File: src/rtl/reflet_regbank_if.sv
// Commit/read bus between the Reflet pipeline units and the architectural register bank.
// The core side is the master. The register bank is the slave.
interface reflet_regbank_if #(
  parameter int wordsize   = 16,
  parameter int reg_addr_w = 4,
  parameter int cnt_w      = 32
);
  logic                  enable;
  logic                  stall;
  logic                  wa_en;
  logic [reg_addr_w-1:0] wa_idx;
  logic [wordsize-1:0]   wa_data;
  logic                  wb_en;
  logic [reg_addr_w-1:0] wb_idx;
  logic [wordsize-1:0]   wb_data;
  logic [1:0]            sp_op;
  logic                  irq_take;
  logic [wordsize-1:0]   irq_vector;
  logic                  quit_req;
  logic                  resume;
  logic [reg_addr_w-1:0] rd_idx;
  logic [wordsize-1:0]   rd_data;
  logic [wordsize-1:0]   wr_out;
  logic [wordsize-1:0]   sr_out;
  logic [wordsize-1:0]   pc_out;
  logic [wordsize-1:0]   sp_out;
  logic                  quit;
  logic [cnt_w-1:0]      retire_cnt;

  modport master (
    output enable, stall, wa_en, wa_idx, wa_data, wb_en, wb_idx, wb_data,
           sp_op, irq_take, irq_vector, quit_req, resume, rd_idx,
    input  rd_data, wr_out, sr_out, pc_out, sp_out, quit, retire_cnt
  );

  modport slave (
    input  enable, stall, wa_en, wa_idx, wa_data, wb_en, wb_idx, wb_data,
           sp_op, irq_take, irq_vector, quit_req, resume, rd_idx,
    output rd_data, wr_out, sr_out, pc_out, sp_out, quit, retire_cnt
  );
endinterface

File: src/rtl/reflet_regbank.sv
// Reflet architectural register bank and commit controller. It applies the two write ports,
// the SP adjust, the PC step, interrupt redirects and the quit/resume halt once per retiring instruction.
//
// state   | meaning
// st_run  | instructions commit whenever enabled and not stalled
// st_halt | quit latched; only resume (with enable) leaves
module reflet_regbank #(
  parameter int                 wordsize   = 16,
  parameter int                 reg_addr_w = 4,
  parameter int                 wr_id      = 0,
  parameter int                 sr_id      = 2**reg_addr_w - 3,
  parameter int                 pc_id      = 2**reg_addr_w - 2,
  parameter int                 sp_id      = 2**reg_addr_w - 1,
  parameter int                 sp_step    = wordsize / 8,
  parameter logic [wordsize-1:0] pc_reset  = '0,
  parameter logic [wordsize-1:0] sp_reset  = '0,
  parameter logic [wordsize-1:0] sr_reset  = '0,
  parameter int                 cnt_w      = 32
) (
  input logic           clk,
  input logic           reset,
  reflet_regbank_if.slave bus
);

  localparam int                    nregs    = 2**reg_addr_w;
  localparam logic [reg_addr_w-1:0] wr_ix    = reg_addr_w'(wr_id);
  localparam logic [reg_addr_w-1:0] sr_ix    = reg_addr_w'(sr_id);
  localparam logic [reg_addr_w-1:0] pc_ix    = reg_addr_w'(pc_id);
  localparam logic [reg_addr_w-1:0] sp_ix    = reg_addr_w'(sp_id);
  localparam logic [wordsize-1:0]   sp_delta = wordsize'(sp_step);

  typedef enum logic {
    st_run  = 1'b0,
    st_halt = 1'b1
  } state_t;

  state_t              state, state_nx;
  logic [wordsize-1:0] regs    [nregs];
  logic [wordsize-1:0] regs_nx [nregs];
  logic [cnt_w-1:0]    cnt, cnt_nx;
  logic                commit;
  logic                pc_hit;

  function automatic logic [wordsize-1:0] reset_val(input int i);
    if (i == sr_id)      return sr_reset;
    else if (i == pc_id) return pc_reset;
    else if (i == sp_id) return sp_reset;
    else                 return '0;
  endfunction

  assign commit = bus.enable && (state == st_run) && !bus.stall;
  assign pc_hit = (bus.wa_en && (bus.wa_idx == pc_ix)) || (bus.wb_en && (bus.wb_idx == pc_ix));

  always_comb begin
    state_nx = state;
    case (state)
      st_run:  if (commit && !bus.irq_take && bus.quit_req) state_nx = st_halt;
      st_halt: if (bus.enable && bus.resume) state_nx = st_run;
      default: state_nx = st_run;
    endcase
  end

  // Later assignments override earlier ones: SP adjust, then port B, then port A, then the PC step.
  always_comb begin
    regs_nx = regs;
    cnt_nx  = cnt;
    if (commit) begin
      if (bus.irq_take) begin
        regs_nx[pc_ix] = bus.irq_vector;
      end else begin
        case (bus.sp_op)
          2'b01:   regs_nx[sp_ix] = regs[sp_ix] + sp_delta;
          2'b10:   regs_nx[sp_ix] = regs[sp_ix] - sp_delta;
          default: ;
        endcase
        if (bus.wb_en) regs_nx[bus.wb_idx] = bus.wb_data;
        if (bus.wa_en) regs_nx[bus.wa_idx] = bus.wa_data;
        if (!pc_hit)   regs_nx[pc_ix] = regs[pc_ix] + wordsize'(1);
        cnt_nx = cnt + cnt_w'(1);
      end
    end
  end

  always_ff @(posedge clk) begin
    if (!reset) begin
      state <= st_run;
      cnt   <= '0;
      for (int i = 0; i < nregs; i++) regs[i] <= reset_val(i);
    end else begin
      state <= state_nx;
      cnt   <= cnt_nx;
      for (int i = 0; i < nregs; i++) regs[i] <= regs_nx[i];
    end
  end

  assign bus.rd_data    = regs[bus.rd_idx];
  assign bus.wr_out     = regs[wr_ix];
  assign bus.sr_out     = regs[sr_ix];
  assign bus.pc_out     = regs[pc_ix];
  assign bus.sp_out     = regs[sp_ix];
  assign bus.quit       = (state == st_halt);
  assign bus.retire_cnt = cnt;

endmodule

File: src/flat_wrapper.sv
// flat-port wrapper written by rule: the top's interface ports become plain ports
module reflet_regbank_flat 
#(
  parameter int                 wordsize   = 16,
  parameter int                 reg_addr_w = 4,
  parameter int                 wr_id      = 0,
  parameter int                 sr_id      = 2**reg_addr_w - 3,
  parameter int                 pc_id      = 2**reg_addr_w - 2,
  parameter int                 sp_id      = 2**reg_addr_w - 1,
  parameter int                 sp_step    = wordsize / 8,
  parameter logic [wordsize-1:0] pc_reset  = '0,
  parameter logic [wordsize-1:0] sp_reset  = '0,
  parameter logic [wordsize-1:0] sr_reset  = '0,
  parameter int                 cnt_w      = 32
)
  (clk, reset, bus_enable, bus_stall, bus_wa_en, bus_wa_idx, bus_wa_data, bus_wb_en, bus_wb_idx, bus_wb_data, bus_sp_op, bus_irq_take, bus_irq_vector, bus_quit_req, bus_resume, bus_rd_idx, bus_rd_data, bus_wr_out, bus_sr_out, bus_pc_out, bus_sp_out, bus_quit, bus_retire_cnt);
  reflet_regbank_if #(.wordsize(wordsize), .reg_addr_w(reg_addr_w), .cnt_w(cnt_w)) bus_i ();
  input logic clk;
  input logic reset;
  input wire logic [$bits(bus_i.enable)-1:0] bus_enable;
  input wire logic [$bits(bus_i.stall)-1:0] bus_stall;
  input wire logic [$bits(bus_i.wa_en)-1:0] bus_wa_en;
  input wire logic [$bits(bus_i.wa_idx)-1:0] bus_wa_idx;
  input wire logic [$bits(bus_i.wa_data)-1:0] bus_wa_data;
  input wire logic [$bits(bus_i.wb_en)-1:0] bus_wb_en;
  input wire logic [$bits(bus_i.wb_idx)-1:0] bus_wb_idx;
  input wire logic [$bits(bus_i.wb_data)-1:0] bus_wb_data;
  input wire logic [$bits(bus_i.sp_op)-1:0] bus_sp_op;
  input wire logic [$bits(bus_i.irq_take)-1:0] bus_irq_take;
  input wire logic [$bits(bus_i.irq_vector)-1:0] bus_irq_vector;
  input wire logic [$bits(bus_i.quit_req)-1:0] bus_quit_req;
  input wire logic [$bits(bus_i.resume)-1:0] bus_resume;
  input wire logic [$bits(bus_i.rd_idx)-1:0] bus_rd_idx;
  output wire logic [$bits(bus_i.rd_data)-1:0] bus_rd_data;
  output wire logic [$bits(bus_i.wr_out)-1:0] bus_wr_out;
  output wire logic [$bits(bus_i.sr_out)-1:0] bus_sr_out;
  output wire logic [$bits(bus_i.pc_out)-1:0] bus_pc_out;
  output wire logic [$bits(bus_i.sp_out)-1:0] bus_sp_out;
  output wire logic [$bits(bus_i.quit)-1:0] bus_quit;
  output wire logic [$bits(bus_i.retire_cnt)-1:0] bus_retire_cnt;
  assign bus_i.enable = bus_enable;
  assign bus_i.stall = bus_stall;
  assign bus_i.wa_en = bus_wa_en;
  assign bus_i.wa_idx = bus_wa_idx;
  assign bus_i.wa_data = bus_wa_data;
  assign bus_i.wb_en = bus_wb_en;
  assign bus_i.wb_idx = bus_wb_idx;
  assign bus_i.wb_data = bus_wb_data;
  assign bus_i.sp_op = bus_sp_op;
  assign bus_i.irq_take = bus_irq_take;
  assign bus_i.irq_vector = bus_irq_vector;
  assign bus_i.quit_req = bus_quit_req;
  assign bus_i.resume = bus_resume;
  assign bus_i.rd_idx = bus_rd_idx;
  assign bus_rd_data = bus_i.rd_data;
  assign bus_wr_out = bus_i.wr_out;
  assign bus_sr_out = bus_i.sr_out;
  assign bus_pc_out = bus_i.pc_out;
  assign bus_sp_out = bus_i.sp_out;
  assign bus_quit = bus_i.quit;
  assign bus_retire_cnt = bus_i.retire_cnt;
  reflet_regbank #(.wordsize(wordsize), .reg_addr_w(reg_addr_w), .wr_id(wr_id), .sr_id(sr_id), .pc_id(pc_id), .sp_id(sp_id), .sp_step(sp_step), .pc_reset(pc_reset), .sp_reset(sp_reset), .sr_reset(sr_reset), .cnt_w(cnt_w)) u_core (.clk(clk), .reset(reset), .bus(bus_i));
endmodule
File: config.mk
export PLATFORM = sky130hd
export DESIGN_NAME = reflet_regbank_flat
export DESIGN_NICKNAME = d
export VERILOG_FILES = /design/src/rtl/reflet_regbank_if.sv /design/src/rtl/reflet_regbank.sv /design/src/flat_wrapper.sv
export SDC_FILE = /design/constraint.sdc
export NUM_CORES = 1
export LEC_CHECK = 0
export BUFFER_PORTS_ARGS = -buffer_cell sky130_fd_sc_hd__buf_2
export CORE_MARGIN = 1
export CORE_UTILIZATION = 40
export CTS_BUF_LIST = sky130_fd_sc_hd__clkbuf_16
export DETAILED_ROUTE_END_ITERATION = 12
export GPL_TIMING_DRIVEN = 0
export MAX_ROUTING_LAYER = met4
export REMOVE_ABC_BUFFERS = 1
export SYNTH_ARGS = -nofsm -noshare
export SYNTH_HDL_FRONTEND = slang
export SYNTH_SLANG_ARGS = --single-unit
export TNS_END_PERCENT = 5
File: constraint.sdc
create_clock -name clk -period 2.87 [get_ports clk]
set_input_delay 0.4305 -clock clk [delete_from_list [all_inputs] [get_ports clk]]
set_output_delay 0.4305 -clock clk [all_outputs]
set_load 0.02 [all_outputs]
==> reports/results.ini <==
[synth]
async_flop_share=0
ys_types=75
synth_area_um2=17250
ys_warn_count=0
netlist_instances=1913
synth_edf_count=0
syn_area_per_cell_um2=9.016
synth-seq-cells=289
ys.flop_type=dfxtp_1
ys_seq_area_frac=0.3354

[sta]
max_slew_margin=0.005389
hold_viol_final=0
drv_slew=0
fin_crit_ps=2766
fin_ws_ps=103.8
fin_skew_ps=27.10
grt_setup_unrepaired=true
setup_viol=0
whs_ps=138.8
tightest_slew_ps=1492
fmax_mhz=361.5
finalCritPeriodShare=0.9638

[detailed_routing]
ant_nets=0
drt_iter0_drc=1565
drtPass1Iterations=5
vias_per_cell=6.089
drc=0
wl_mm=58.62
vias=14973
wire_per_inst_um=23.84

[worst_setup_path]
slowest_delay_ps=460
endpoint_kind=register
required_ps=3310
cpLargestDelayFamily=compound AO/OA/AOI/OAI gates
path_cells=buf_2 -> inv_1 -> ha_4 -> xor2_1 -> ha_1 -> a21boi_0 -> o22ai_2 -> o31ai_2 -> a21oi_1 -> xnor2_1 -> or3_1 -> and3_1
crit_type=in2reg
critPathLaunchType=input pin
critPathSlowestCell=o31ai_2
worst-path-buf-inv=2
worst_ep_arrival_time_ps=3210
crit_fanout=39

[grt]
grt_util_all_layers=0.2728
grt_max_degree=125
first_global_vias=14112
grt_pass1_wl_mm=88.58
grt-ovfl-total=0
grt_antenna_before_repair=0

[floorplanning]
dieArea_um2=43950
core-area_um2=42230
std_cell_rows=75
chipWidth_um=209.7
start_util=0.4084
chipHeight_um=209.7
boundaryPins=184

[clock_network]
cts.sinks=289
numCtsBuffers=36
clk_path_buf_depth=3
cts_hold_buf=0
h-tree-depth=2
cts-root-buf=clkbuf_16
clk_latency_ps=560
clk_pin_slew_ps=60
cts_setup_buffers=0
cts_tree=done

[finish]
fin_nets=1969
final_common_cell=nor2_1
area.growth.synth_to_final_pct=12.60
fin_area_um2=19420
mostFrequentLayoutCells=nor2_1, dfxtp_1, a211oi_1
drive_above_1_share=0.2010
num-fill-cells=4006
fin_cells=2459
antenna-diode-count=0

[pwr]
p_leak_uw=0.007067
power.density_nw_per_um2=489.6
vdd.ir_drop.worst_mv=0.3519

[placement]
placed_area_um2=18250
place_worst_setup_slack_ps=-1146
dp_hpwl_mm=37.40
gp_congestion=0.9237
io_buffers=183
placedCellCount=2394

[status]
status=completed

[job]
cap_violations=0

[worst_hold_path]
hold_path_class=in2reg

[report_power, final]
group | switching [uW] | internal, uW
sequential | 74.0 | 4060
clock | 1830 | 2510
combinational | 673 | 371
[flip-flops by register name, indices dropped and copies added, names as in the netlist]
name                   count
u_core.bus.wr_out         16
u_core.regs              192
u_core.bus.pc_out         16
u_core.bus.sr_out         16
u_core.bus.quit            1
u_core.bus.retire_cnt     32
u_core.bus.sp_out         16
[layer usage]
metal,part of all wire,GRT usage
met4,0.035,0.1024
met2,0.45,0.4098
met5,0,-
met1,0.44,0.3686
met3,0.066,0.04369
[cell usage after synthesis, drive strengths merged, types with 4 or more instances]
cell type | instances | share of area
nor2 | 311 | 0.069
clkbuf | 138 | 0.030
and3 | 13 | 0.0047
mux2 | 5 | 0.0033
a21oi | 79 | 0.024
xnor2 | 23 | 0.012
o211ai | 7 | 0.0030
o21ai | 39 | 0.011
and2 | 14 | 0.0051
nand2 | 74 | 0.016
a211oi | 228 | 0.10
nand3 | 37 | 0.011
dfxtp | 289 | 0.34
ha | 5 | 0.0036
xor2 | 29 | 0.015
nor4 | 5 | 0.0027
nor2b | 17 | 0.0062
buf | 126 | 0.045
mux4 | 80 | 0.10
or3 | 12 | 0.0044
a311oi | 4 | 0.0020
inv | 15 | 0.0033
a211o | 4 | 0.0020
and3b | 4 | 0.0020
nand2b | 11 | 0.0040
nand4 | 7 | 0.0025
mux2i | 218 | 0.13
o22ai | 16 | 0.0058
nor3 | 27 | 0.0078
and4 | 5 | 0.0025
o31ai | 4 | 0.0023
nor3b | 7 | 0.0033
o41ai | 7 | 0.0036
nand3b | 5 | 0.0022
a22oi | 4 | 0.0017
[path summary, 6_finish.rpt]
check / to / cells after the start / slack (ps) / start
setup / recovery: u_core.bus.sp_out[13] / 12 / 100 / bus_sp_op[0]
hold / removal: u_core.bus.quit / 3 / 140 / bus_quit_req
setup reg to reg: u_core.bus.retire_cnt[30] / 9 / 190 / u_core.bus.quit
hold reg to reg: u_core.bus.retire_cnt[1] / 2 / 490 / u_core.bus.retire_cnt[1]
[kinds of logic after synthesis]
group                      Yosys count  synth area share
AOI/OAI and AO/OA                  426            0.1721
adders and majority gates            5          0.003627
buffers and inverters              281           0.07922
DFF                                289            0.3354
xor gates and xnor gates            52           0.02641
muxes                              303            0.2342
and+or+nand+nor                    557            0.1490
[cell type report]
class / instances / area (um2) / share of cell area
sequential: 289 / 5787 / 0.2980
inverter: 17 / 68.82 / 0.003543
clock inverter: 28 / 171.4 / 0.008826
timing repair buffer: 206 / 1444 / 0.07435
tap: 539 / 674.4 / 0.03472
multi-input combinational: 1343 / 10350 / 0.5329
clock buffer: 37 / 925.9 / 0.04767
[worst reg2reg max path: stages (launching register included)]
cell and delay [ps]:
dfxtp_1 380, nor4b_4 330, buf_6 240, buf_8 190, buf_6 170, nand3_4 130
nor4_4 540, nand2_2 120, or3_1 360, a21oi_1 130
[per-stage QoR]
stage                     setup TNS [ps]    util  total power (uW)
after floorplan                  -591580       -              4736
after global placement          -1800600  0.4153              5182
after detailed placement          -47640  0.4322              5242
after CTS                              0  0.4589              9561
after global routing              -200.9  0.4599              9850
final                                  0  0.4599              9509
[what timing repair did]
action	4_1_cts	5_1_grt
endpoints found under the setup margin	23	62
gates resized for setup	6	9
pin swaps	1	3
Note: power is estimated with default switching activity, not from simulation.
